==> src/rtl/lfsr_search_ctrl.sv <==
// -----------------------------------------------------------------------------
// lfsr_search_ctrl
//
// Sequences the 16-bit LFSR/barrel-shifter datapath for one associative-memory
// search at a time. A request latches the key onto the datapath X input. The
// controller then pulses a clear to the LFSR and steps it until one of three
// things happens: the comparator reports a match, the step limit is reached,
// or the host aborts. It then reports hit/miss and the step index of the match.
//
// Parameters
//   KEY_W     : width of the search key / datapath X input
//   CNT_W     : width of the step counter and Step_Count
//   MAX_STEPS : enables issued before a search is declared a miss (1..2^CNT_W-1)
//   CMP_LAT   : cycles from LFSR_OUT showing a state to Compare_Found for it (>=1)
//
// Ports
//   LFSR_Clock    in   single clock, all state on the rising edge
//   Reset         in   asynchronous, active-low reset
//   Req_Valid     in   search request valid
//   Req_Ready     out  controller idle and able to accept a request
//   Req_Key       in   key for the request
//   Abort         in   terminate the current search
//   Compare_Found in   comparator match, CMP_LAT cycles after the state
//   LFSR_X        out  registered key driven to datapath X
//   LFSR_Clr      out  one-cycle clear of the LFSR register
//   LFSR_Enable   out  LFSR advance enable
//   Busy          out  high while a search is in progress
//   Done          out  one-cycle pulse when Hit/Step_Count are valid
//   Hit           out  1 = match found, 0 = miss/abort; held until next accept
//   Step_Count    out  step index of the match, or enables issued on miss/abort
// -----------------------------------------------------------------------------
module lfsr_search_ctrl #(
  parameter int KEY_W     = 4,
  parameter int CNT_W     = 16,
  parameter int MAX_STEPS = 65535,
  parameter int CMP_LAT   = 1
) (
  input  logic             LFSR_Clock,
  input  logic             Reset,
  input  logic             Req_Valid,
  output logic             Req_Ready,
  input  logic [KEY_W-1:0] Req_Key,
  input  logic             Abort,
  input  logic             Compare_Found,
  output logic [KEY_W-1:0] LFSR_X,
  output logic             LFSR_Clr,
  output logic             LFSR_Enable,
  output logic             Busy,
  output logic             Done,
  output logic             Hit,
  output logic [CNT_W-1:0] Step_Count
);

  typedef enum logic [2:0] {
    S_IDLE,
    S_INIT,
    S_RUN,
    S_FLUSH,
    S_DONE
  } state_t;

  localparam int               FL_W       = (CMP_LAT > 1) ? $clog2(CMP_LAT) : 1;
  localparam logic [CNT_W-1:0] LAST_IDX   = CNT_W'(MAX_STEPS - 1);
  localparam logic [FL_W-1:0]  FLUSH_LAST = FL_W'(CMP_LAT - 1);

  state_t           state;
  logic [CNT_W-1:0] en_cnt;     // enables already applied = state index on LFSR_OUT
  logic [FL_W-1:0]  flush_cnt;

  // Tag pipe: one entry per cycle, tracking which step index the comparator
  // is currently judging. Entry CMP_LAT-1 lines up with Compare_Found.
  logic [CMP_LAT-1:0] tag_valid;
  logic [CNT_W-1:0]   tag_idx [CMP_LAT];

  logic             accept;
  logic             in_search;
  logic             hit_now;
  logic             fin;
  logic             fin_hit;
  logic [CNT_W-1:0] fin_step;

  assign accept    = Req_Valid & Req_Ready;
  assign in_search = (state == S_RUN) || (state == S_FLUSH);
  // A Found only counts when the state it refers to was produced by a real
  // step of this search; anything else is pre-clear or post-stop garbage.
  assign hit_now   = in_search & tag_valid[CMP_LAT-1] & Compare_Found;

  // Termination decision. Priority: valid hit, then abort, then flush timeout.
  // A hit in the last RUN cycle also beats the terminal count, because the
  // RUN branch below is only taken when fin is low.
  always_comb begin
    // NOTE: every output of a combinational block gets a default first, so
    // no path leaves it unassigned and no latch is inferred.
    fin      = 1'b0;
    fin_hit  = 1'b0;
    fin_step = en_cnt;
    if (hit_now) begin
      fin      = 1'b1;
      fin_hit  = 1'b1;
      fin_step = tag_idx[CMP_LAT-1];
    end else if (Abort && (state == S_INIT || in_search)) begin
      fin = 1'b1;
    end else if (state == S_FLUSH && flush_cnt == FLUSH_LAST) begin
      fin = 1'b1;
    end
  end

  // Tag pipe shift. A new search empties it on accept so stale tags from the
  // previous search can never line up with the new one.
  always_ff @(posedge LFSR_Clock or negedge Reset) begin
    if (!Reset) begin
      // NOTE: the tag array is tiny control state, so it is reset with
      // everything else; a wide data memory would normally be left unreset.
      tag_valid <= '0;
      for (int k = 0; k < CMP_LAT; k++) tag_idx[k] <= '0;
    end else begin
      for (int k = CMP_LAT - 1; k >= 1; k--) begin
        tag_valid[k] <= tag_valid[k-1] & ~accept;
        tag_idx[k]   <= tag_idx[k-1];
      end
      tag_valid[0] <= (state == S_RUN) & ~accept;
      tag_idx[0]   <= en_cnt;
    end
  end

  // Main sequencer; all outputs are registered alongside the state.
  always_ff @(posedge LFSR_Clock or negedge Reset) begin
    if (!Reset) begin
      state       <= S_IDLE;
      Req_Ready   <= 1'b1;
      LFSR_X      <= '0;
      LFSR_Clr    <= 1'b0;
      LFSR_Enable <= 1'b0;
      Busy        <= 1'b0;
      Done        <= 1'b0;
      Hit         <= 1'b0;
      Step_Count  <= '0;
      en_cnt      <= '0;
      flush_cnt   <= '0;
    end else begin
      // NOTE: non-blocking assignments throughout, so every register here
      // updates from the values all of them held before this edge.
      LFSR_Clr <= 1'b0;
      Done     <= 1'b0;
      if (fin) begin
        LFSR_Enable <= 1'b0;
        Busy        <= 1'b0;
        Done        <= 1'b1;
        Hit         <= fin_hit;
        Step_Count  <= fin_step;
        state       <= S_DONE;
      end else begin
        case (state)
          S_IDLE: begin
            if (accept) begin
              LFSR_X     <= Req_Key;
              Hit        <= 1'b0;
              Step_Count <= '0;
              en_cnt     <= '0;
              LFSR_Clr   <= 1'b1;
              Busy       <= 1'b1;
              Req_Ready  <= 1'b0;
              state      <= S_INIT;
            end
          end
          S_INIT: begin
            en_cnt      <= '0;
            LFSR_Enable <= 1'b1;
            state       <= S_RUN;
          end
          S_RUN: begin
            en_cnt <= en_cnt + 1'b1;
            if (en_cnt == LAST_IDX) begin
              LFSR_Enable <= 1'b0;
              flush_cnt   <= '0;
              state       <= S_FLUSH;
            end
          end
          // Wait for the comparator to judge the states still in flight.
          S_FLUSH: flush_cnt <= flush_cnt + 1'b1;
          S_DONE: begin
            Req_Ready <= 1'b1;
            state     <= S_IDLE;
          end
          default: state <= S_IDLE;
        endcase
      end
    end
  end

endmodule

==> config.mk <==
export PLATFORM = sky130hd
export DESIGN_NAME = lfsr_search_ctrl
export DESIGN_NICKNAME = d
export VERILOG_FILES = /design/src/rtl/lfsr_search_ctrl.sv
export SDC_FILE = /design/constraint.sdc
export NUM_CORES = 1
export LEC_CHECK = 0
export BUFFER_PORTS_ARGS = -buffer_cell sky130_fd_sc_hd__buf_2
export CAP_MARGIN = 20
export CORE_MARGIN = 1
export CORE_UTILIZATION = 55
export CTS_CLUSTER_SIZE = 16
export DETAILED_ROUTE_END_ITERATION = 6
export PLACE_DENSITY = 0.78
export SYNTH_ARGS = -nofsm -noshare
export SYNTH_HDL_FRONTEND = slang
export SYNTH_SLANG_ARGS = --single-unit
==> constraint.sdc <==
create_clock -name LFSR_Clock -period 2.6 [get_ports LFSR_Clock]
set_input_delay 0.52 -clock LFSR_Clock [delete_from_list [all_inputs] [get_ports LFSR_Clock]]
set_output_delay 0.52 -clock LFSR_Clock [all_outputs]
set_load 0.01 [all_outputs]
Yosys cells after proc, flatten, opt, wreduce, memory -nomap -nowiden. Cells that the tools add are included.

Flip-flop bits (word level): 63. Bits in latches: 0. RAM bits: 0. Bits in read-only memories: 0. Bits of input ports: 9. Output and inout bits: 26. Logic and storage cells: 78. Memories: 0.

$add $sub $neg: 2. Multipliers: 0. Divide/modulo/power cells: 0. Order comparisons: 0. Equality and inequality tests: 10. Shift-type cells: 0. Muxes and demuxes: 28. Bitwise operators: 7. Reduce and logical (&&, ||, !) cells: 18.

Operators by type and width (count): $mux 16 (4); $pmux 16 s3 (1); $add 16x1->16 const B (1); $eq 16x16->1 const B (1); $mux 1 (16); $reduce_and 3->1 (5); $pmux 3 s4 (1); $mux 3 (3); $reduce_bool 2->1 (4); $eq 3x2->1 const B (2); $pmux 1 s2 (3); $reduce_bool 3->1 (2); $and 1x1->1 (4); $ne 2x2->1 const B (2); $reduce_and 2->1 (2); $eq 3x1->1 const B (1); $eq 3x3->1 const B (1); $logic_not 3->1 (1); $ne 3x2->1 const B (1); $ne 3x3->1 const B (1); $not 1->1 (3); $logic_and 1x1->1 (2); $logic_or 1x1->1 (2); $ne 2x1->1 const B (1); $add 1x1->1 const B (1).

Depth between registers and ports, before layout. Gate-level depths: netlist of the first run.

Word-level depth: 8. Mapped depth: 7. Gate-level depth less buffers: 5.

Least setup slack after synthesis of the first run. Ideal clock, no wire load.

Path type: input port to flip-flop. Start: input Compare_Found. End: register en_cnt[7]. Setup time: 0.126 ns. Arrival time: 1.765 ns. Data required time: 2.474 ns. Slack: 0.709 ns. Cell stages on the path: 5. Path buffers: 1. Cells stage by stage: a21oi_1 > a311oi_2 > or2_2 > buf_2 > a221o_1.

Longest elaborated chain between the ends: 4.

Ends and longest elaborated chain: start: declaration (line 44) `input logic Compare_Found,`; $and 1x1->1 (line 86) `assign hit_now = in_search & tag_valid[CMP_LAT-1] & Compare_Found;`; $mux 1 (line 97) `if (hit_now) begin`; $not 1->1 (no line); $reduce_and 3->1 (no line); end signal: assignment (line 172) `en_cnt <= en_cnt + 1'b1;`; end: declaration (line 67) `logic [CNT_W-1:0] en_cnt;`.

No other way between the ends. A chain may end at the register's enable or synchronous reset.

Worst setup path after layout of the first run.
Start: register state[2]. End: register en_cnt[9].

Longest elaborated chain between the ends: 8. Elaborated cells between the ends (all ways): 18. Those cells by class: eq/ne: 4; mux: 4; bitwise: 3; reduce/logical: 7.

Ends and longest elaborated chain: start: declaration (line 66) `state_t state;`; start signal: assignment (line 129) `state <= S_IDLE;`; start signal: assignment (line 151) `state <= S_DONE;`; start signal: assignment (line 163) `state <= S_INIT;`; $eq 3x2->1, on equally long branches (line 83, 153, 103); $logic_or 1x1->1 (line 83) `assign in_search = (state == S_RUN) || (state == S_FLUSH);`; $logic_or 1x1->1 (line 101) `end else if (Abort && (state == S_INIT || in_search)) begin`; $logic_and 1x1->1 (line 101); $mux 1 (line 101); $mux 1 (line 97); $not 1->1 (no line); $reduce_and 3->1 (no line).

Parallel ways exist; a longest one is shown, timed or not.

==> results of run 1 <==
==> cells by family (layout without fill, tap and decap cells) <==
group,after synthesis,in the layout,share of synthesized area
adders and majority gates,2,2,0.00914
muxes,16,16,0.0585
and+or+nand+nor,91,91,0.181
AOI/OAI and AO/OA,58,58,0.139
buffers and inverters,24,64,0.0365
DFF,63,63,0.576
==> routing by layer <==
metal | vias up | track usage | share of wire
li1 | 997 | - | -
met3 | 8 | 0.0486 | 0.047
met1 | 1018 | 0.315 | 0.47
met2 | 60 | 0.357 | 0.48
met5 | - | 0 | 0
met4 | 0 | 0.0980 | 0.011
==> registers in the layout, summed over array words and instances (netlist names) <==
name / cells
Hit: 1
tag_idx: 16
state: 3
Req_Ready: 1
flush_cnt: 1
tag_valid: 1
Step_Count: 16
Done: 1
LFSR_Enable: 1
LFSR_X: 4
LFSR_Clr: 1
en_cnt: 16
Busy: 1
==> power by group through the flow <==
stage	clock [uW]	sequential (uW)	combinational [uW]
after floorplan	0	1370	508
after global placement	0	1380	759
after detailed placement	0	1400	776
after CTS	885	1380	786
after global routing	918	1420	868
final	869	1390	776
==> critical path, cell delays in order, from the launching register on <==
cell,delay (ns)
sky130_fd_sc_hd__dfrtp_1,0.58
sky130_fd_sc_hd__nor3b_2,0.26
sky130_fd_sc_hd__nand2_1,0.26
sky130_fd_sc_hd__or4_2,0.61
sky130_fd_sc_hd__o21ai_0,0.15
==> path summary, 6_finish.rpt <==
check                           startpoint         end  cells after the start
worst max-delay path              state[2]   en_cnt[9]                      4
worst min-delay path                 Reset   LFSR_X[2]                      1
worst max register to register    state[2]   en_cnt[9]                      4
worst min register to register   LFSR_X[1]   LFSR_X[1]                      2
max in group asynchronous            Reset  en_cnt[14]                      2
min in group LFSR_Clock         Req_Key[2]   LFSR_X[2]                      3
==> placed cells by master (no fill, tap or decap), types with 3 or more instances in the layout <==
| cell type | n |
|---|---|
| sky130_fd_sc_hd__mux2i_1 | 16 |
| sky130_fd_sc_hd__dfrtp_1 | 62 |
| sky130_fd_sc_hd__o21ai_0 | 24 |
| sky130_fd_sc_hd__a31oi_1 | 4 |
| sky130_fd_sc_hd__a211o_1 | 4 |
| sky130_fd_sc_hd__nand2_1 | 24 |
| sky130_fd_sc_hd__nand3_1 | 26 |
| sky130_fd_sc_hd__clkbuf_8 | 12 |
| sky130_fd_sc_hd__o211ai_1 | 4 |
| sky130_fd_sc_hd__or4_1 | 5 |
| sky130_fd_sc_hd__a221o_1 | 3 |
| sky130_fd_sc_hd__nor2_1 | 7 |
| sky130_fd_sc_hd__nor3_1 | 6 |
| sky130_fd_sc_hd__buf_4 | 5 |
| sky130_fd_sc_hd__inv_1 | 8 |
| sky130_fd_sc_hd__a21oi_1 | 6 |
| sky130_fd_sc_hd__o31ai_1 | 4 |
| sky130_fd_sc_hd__buf_2 | 34 |
==> stage by stage <==
step / cell area [sq um] / setup WS (ns) / util / power [uW] / std cells
after CTS: 3190 / 0.657 / 0.671 / 3050 / 361
after detailed placement: 2980 / 0.471 / 0.627 / 2180 / 345
after global routing: 3190 / 0.498 / 0.671 / 3200 / 361
final: 3190 / 0.637 / 0.671 / 3030 / 361
after global placement: 2980 / 0.514 / 0.627 / 2140 / 345
after floorplan: 2740 / 0.709 / - / 1880 / 254
==> final cells by class <==
| class | count | area share |
|---|---|---|
| clock inverters | 2 | 0.0118 |
| well taps | 67 | 0.0263 |
| inverters | 8 | 0.00941 |
| flip-flops and latches | 63 | 0.495 |
| clock buffers | 14 | 0.0541 |
| multi-input cells | 167 | 0.333 |
| repair buffers | 40 | 0.0714 |
==> impl_summary.md, run 1 <==
Logic synthesis
The cell area that synthesis handed to floorplanning was 2740 sq um. Sorting the synthesized cells by how often they occur yields 62 x sky130_fd_sc_hd__dfrtp_1, 26 x sky130_fd_sc_hd__nand3_1, 24 x sky130_fd_sc_hd__nand2_1, 24 x sky130_fd_sc_hd__o21ai_0, 16 x sky130_fd_sc_hd__mux2i_1. The most used standard cell by instance count after synthesis is sky130_fd_sc_hd__dfrtp_1.

Summed over all instances, the cell type with the most area after synthesis is sky130_fd_sc_hd__dfrtp_1. The share of synthesized area in the top cell type comes to 0.566. During synthesis, Yosys emitted a total of 0 warnings. Sorting the synthesized cells by area gives the leading types as sky130_fd_sc_hd__dfrtp_1 57%, sky130_fd_sc_hd__mux2i_1 5.8%, sky130_fd_sc_hd__nand3_1 4.8%. The gate count of the mapped netlist is 254. The proportion of synthesized flip-flops having asynchronous set or reset is 1.00. The number of nets handed over by synthesis was 265.

In this run, synthesis produced a sequential element count of 63. Counting distinct cell types in the post-synthesis netlist gives 46. The leading register cell type out of synthesis is sky130_fd_sc_hd__dfrtp_1. The average cell area after synthesis is between 10 and 15 sq um. Of the synthesized area, sequential elements account for 0.576. In this run, synthesis inferred 0 flip-flops with an integrated enable.

Final layout
Summing all multi-input logic gate instances after layout gives 1060 sq um. The fraction of layout cells with a size suffix above 1 is 0.224. The growth of design area from synthesis to finish is 16.5%. The repair_antennas step left the layout with diodes totalling 0.

In the final layout, flip-flops and latches occupy 1580 sq um. The number of nets at the end of the flow is 300. Counting the fill cells in the layout gives 383.

STA
Dividing the final minimum period by the clock period gives 0.755. The number of hold violations in the final report is 0. Setup violations remaining at the end of the flow were counted as 0. Setup repair after global routing left no endpoint under its margin. On the final layout, the worst hold slack is 0.211 ns. The final max-slew violation count is 0. At the pin with the least slew margin, the transition time is 0.664 ns. For the final database, setup skew stands at roughly 0.011 ns. After layout, the minimum clock period comes to 1.96 ns. After routing, the total negative slack on setup checks comes to 0 ns. The worst slew margin relative to its limit is 0.557. For this run, the top clock speed supported by timing is 0.509 GHz.

CTS
The source-to-sink clock delay at the later pin of the worst-skew pair is ~0.33 ns. In this run the number of H-tree levels came out at 3. The number of post-CTS setup repair buffers is 0. Counting along the longest clock path gives a buffer depth of 2. The number of sinks driven by the clock tree is 63. Counting the buffers created by CTS gives 9. After clock tree synthesis, the clock-pin slew on the worst setup and hold paths is approximately 0.070 ns.

The clock tree from TritonCTS is built. The number of hold-repair buffers added at the cts stage is 0. The library cell used as clock root buffer is sky130_fd_sc_hd__clkbuf_8.

The post-cts gate resize count is 0.

Critical path
The startpoint class of the critical path is a flop. The worst setup path is of the flop to flop kind. The peak fanout along the critical path is 18. STA puts the critical path data arrival time at 2.21 ns. Data on the critical path is required at its endpoint by 2.85 ns. Setup slack on the worst reg-to-reg path comes out at about 0.64 ns.

The element type at the critical path end is a flop.

Power
For this design the total switching power over the nets is roughly 1000 uW. The cell internal power dissipation is 2010 uW. The share of total power dissipated in combinational logic is 0.256. The share of total power dissipated in the clock network is 0.287. In this run the power density over the cells is 950 nW/um^2. Of the total power, registers draw 0.457. IR analysis of the VDD net gives a maximum drop of approximately 0.55 mV. Of the total power, the share spent switching nets is 0.337. The leakage dissipation is 0.00164 uW.

Detailed routing
The total number of vias is 2083. The detail route stage leaves a number of antenna-violating nets equal to 0. After detailed routing, the number of remaining DRC violations is 0.

The total length of routed wires is 5490 um. The mean routed wirelength per cell is 15.2 um. The DRC violation total after the first TritonRoute iteration is approximately 110.

Using the TritonRoute via totals, the vias-per-cell ratio works out to between 5 and 6. The number of iterations in the first detailed-routing pass is 4.

Placement
At the end of routability-driven placement, the weighted congestion stood at about 0.85. The sum of net half-perimeters after detailed placement is approximately 3600 um. During placement, the flow inserted port buffers numbering 34.

Outcome
The run finished with clean final reports.

Floorplan
In this run the vertical extent of the chip is 72.6 um. The count of pins on the block boundary is 35. The placement row count is 25. The standard cell core area is ~4800 sq um. For this configuration, the core starts out at a cell density of 0.576. Measured along the x axis, the die boundary spans 72.6 um. The die covers 5270 sq um.

Global routing
In the global route stage, overall resource usage came out at 0.230. The total overflow left after global routing is 0. The maximum number of pins on one net before global-route repair is 37. The global-route wire length before repair is 9010 um. The number of global-route vias before repair is 1844. The number of antenna violations at the first check in global routing was 0.

Run
The number of max-cap violations is 0.

Min path
The path class of the tightest hold or removal check is primary input to asynchronous set/reset pin.
(Power assumes the default switching activity.)
==> run 2: changes to the inputs <==
- CORE_UTILIZATION: 55 -> 51
- PLACE_DENSITY: 0.78 -> 0.76
- clock period: 2.6 -> 1.62 ns (I/O delays scaled with it)
==> run 2 against run 1 <==
The run now ends with setup timing left. Combinational power grew 140%. Critical path depth is the same. Via count grew 13%. Largest cell class unchanged.
==> impl_summary.md, run 2 (same netlist as run 1, synthesis figures left out) <==
Outcome
The run finished, with violations left. The checks that failed: setup timing.

Detailed routing
The mean routed wirelength per cell was 16.7 um (+9.5%). The number of iterations in the first detailed-routing pass is 4 (unchanged). The total number of vias was 2351 (+13%). The number of routed nets with antenna violations was 0 (unchanged). The via count normalized by instance count is 5.73 (-0.62%).

The DRC violation total after the first TritonRoute iteration is 169 (+61%). The post-detailed-route DRC marker count is 0 (unchanged). The total length of routed wires is 6830 um (+24%).

Critical path
The setup path with the least slack is of type flop to flop. The peak fanout along the critical path was 8 (-10). The endpoint required time on the critical path is 1.83 ns (-1.02 ns). The critical path arrival is 1.88 ns (-0.33 ns). The startpoint class of the critical path is a flop. STA classifies the critical path endpoint as a flop.

The delay contributed by the slowest stage of the critical path was 0.45 ns (-0.16 ns). Walking the worst path, the cells encountered are and4bb_2, a311oi_4, or2_4, a221o_1. The slowest stage of the critical path belongs to the cell sky130_fd_sc_hd__dfrtp_2.

STA
The final setup violation count is 6 (+6). Setup repair after global routing could not meet its margin everywhere. The worst slew margin relative to its limit is 0.765 (+0.208).

The total negative setup slack is -0.180 ns (-0.180 ns). The transition time of the tightest slew-check pin is 0.352 ns (-0.312 ns). The fmax is 0.597 GHz (+17%).

The worst hold slack after final layout is 0.185 ns (-0.0259 ns). The final critical-path setup slack is -0.0545 ns (-0.691 ns). The post-route clock period utilization is 1.03 (+0.278). The setup clock skew after layout is 0.00554 ns (-0.00558 ns).

The number of hold violations in the final report is 0 (unchanged). The clock period minus worst slack was 1.67 ns (-0.289 ns). The final max-slew violation count is 0 (unchanged).

Floorplan
The count of pins on the block boundary is 35 (unchanged). The placement row count is 26 (+4.0%). The standard cell core area is 5140 sq um (+8.1%). The die area is 5670 sq um (+7.6%). The die boundary width is 75.3 um (+3.7%). The starting density of the core is 0.533 (-0.0432). The vertical die dimension is 75.3 um (+3.7%).

Placement
The sum of net half-perimeters after detailed placement is 4260 um (+20%). The final weighted congestion in routability-driven placement is 0.907 (+6.5%). The total placed cells including tap cells was 383 (+11%).

The count of input and output buffers was 34 (unchanged). The worst slack after detailed placement is -0.0792 ns (-0.550 ns).

Final layout
The area occupied by multi-input gates is 1140 sq um (+7.7%). The number of nets at the end of the flow is 346 (+15%). The fraction of layout cells with a size suffix above 1 is 0.382 (+0.158). The final standard cell count with taps included and fillers excluded was 410 (+14%). The top cell types in the final layout, fill and taps aside, are 57 x sky130_fd_sc_hd__dfrtp_1, 46 x sky130_fd_sc_hd__buf_4, 34 x sky130_fd_sc_hd__buf_2. The area used by sequential logic in the layout is 1580 sq um (+0.40%). The largest registers in the layout are Step_Count (16), en_cnt (16), tag_idx (16).

The layout filler cell count is 359 (-6.3%). Compared with the post-synthesis result, the final layout area differs by 34.5%. The count of inserted antenna diode cells is 0 (unchanged). The most common cell after layout, fill and taps aside is sky130_fd_sc_hd__dfrtp_1.

Run
The number of max-cap violations is 0 (unchanged).

Power
The power share of the clock group is 0.276 (-0.011). The fraction of power spent switching nets was 0.334 (-0.00254). The net switching component of the power was 1850 uW (+81%). The ratio of total power to cell area is 1500 nW/um^2 (+58%). The sum of internal, switching and leakage power came to 5530 uW (+82%). The leakage dissipation is 0.00191 uW (+16%). The relative contribution of sequential cells to total power is 0.381 (-0.076). The share of power burned in combinational logic was 0.343 (+0.087). The cell internal power dissipation was 3680 uW (+83%). The maximum VDD drop is 1.03 mV (+88%).

Global routing
The aggregate global routing overflow was 0 (unchanged). The global-route wire length before repair is 10300 um (+15%). The maximum number of pins on one net before global-route repair is 52 (+41%).

The total routing resource utilization after global routing is 0.253 (+0.0230). The number of global-route vias before repair came to 2175 (+18%). The number of antenna violations at the first check in global routing was 0 (unchanged).

CTS
The clock tree from TritonCTS is built. The library cell used as clock root buffer is sky130_fd_sc_hd__clkbuf_8. The number of buffers created by CTS is 9 (unchanged). The source-to-sink clock delay at the later pin of the worst-skew pair came to 0.33 ns (about the same). The number of sinks driven by the clock tree is 63 (unchanged). The clock transition at the registers of the reported paths is 0.07 ns (about the same).

The maximum clock insertion buffer count is 2 (unchanged). The H-tree depth came to 3 (unchanged).

Min path
The worst hold path belongs to the class primary input to flop.
run 2: metal layers:
layer / up-vias / share of wire / GRT usage
met1: 1150 / 0.44 / 0.321
met4: 0 / 0.020 / 0.103
met5: - / 0 / 0
li1: 1096 / - / -
met2: 91 / 0.49 / 0.420
met3: 14 / 0.054 / 0.0576
run 2: power by group through the flow:
stage               Combinational [uW]  Sequential, uW  Clock [uW]
floorplan                          869            2210           0
finish                            1900            2110        1520
global route                      2060            2140        1610
global placement                  1650            2100           0
detailed placement                1690            2120           0
CTS                               1740            2090        1540
run 2: metrics by stage:
step                utilization  instance area [sq um]
finish                    0.717                   3680
global route              0.717                   3680
CTS                       0.700                   3600
detailed placement        0.645                   3310
global placement          0.645                   3310
floorplan                     -                   2780
run 2: repair_timing:
item                                    in CTS  in global routing
setup buffers                                5                  5
endpoints found under the setup margin      11                 15
hold endpoints to repair                    11                  0
resized for setup                            6                 14
pin swaps                                    8                 10
hold buffers                                 1                  0
run 2: layout make-up:
class,instances,share of cell area
flip-flops and latches,63,0.430
multi-input cells,167,0.310
repair buffers,86,0.167
clock buffers,13,0.0431
well taps,70,0.0238
clock inverters,3,0.0177
inverters,8,0.00815
run 2: worst paths after layout:
check	depth (start not counted)	end	slack (ns)	from
worst min-delay path	3	LFSR_X[3]	0.19	Req_Key[3]
max in group asynchronous	3	en_cnt[2]	0.60	Reset
worst max-delay path	4	en_cnt[2]	-0.05	state[1]
worst min register to register	2	LFSR_X[3]	0.49	LFSR_X[3]
worst max register to register	4	en_cnt[2]	-0.05	state[1]
min in group asynchronous	2	Done	0.43	Reset
run 2: critical path: cells and delay by family (launching register included):
family           cells  cell delay (ns)
AO/OA/AOI/OAI        2             0.42
AND/OR/NAND/NOR      2             0.69
flip-flops           1             0.45
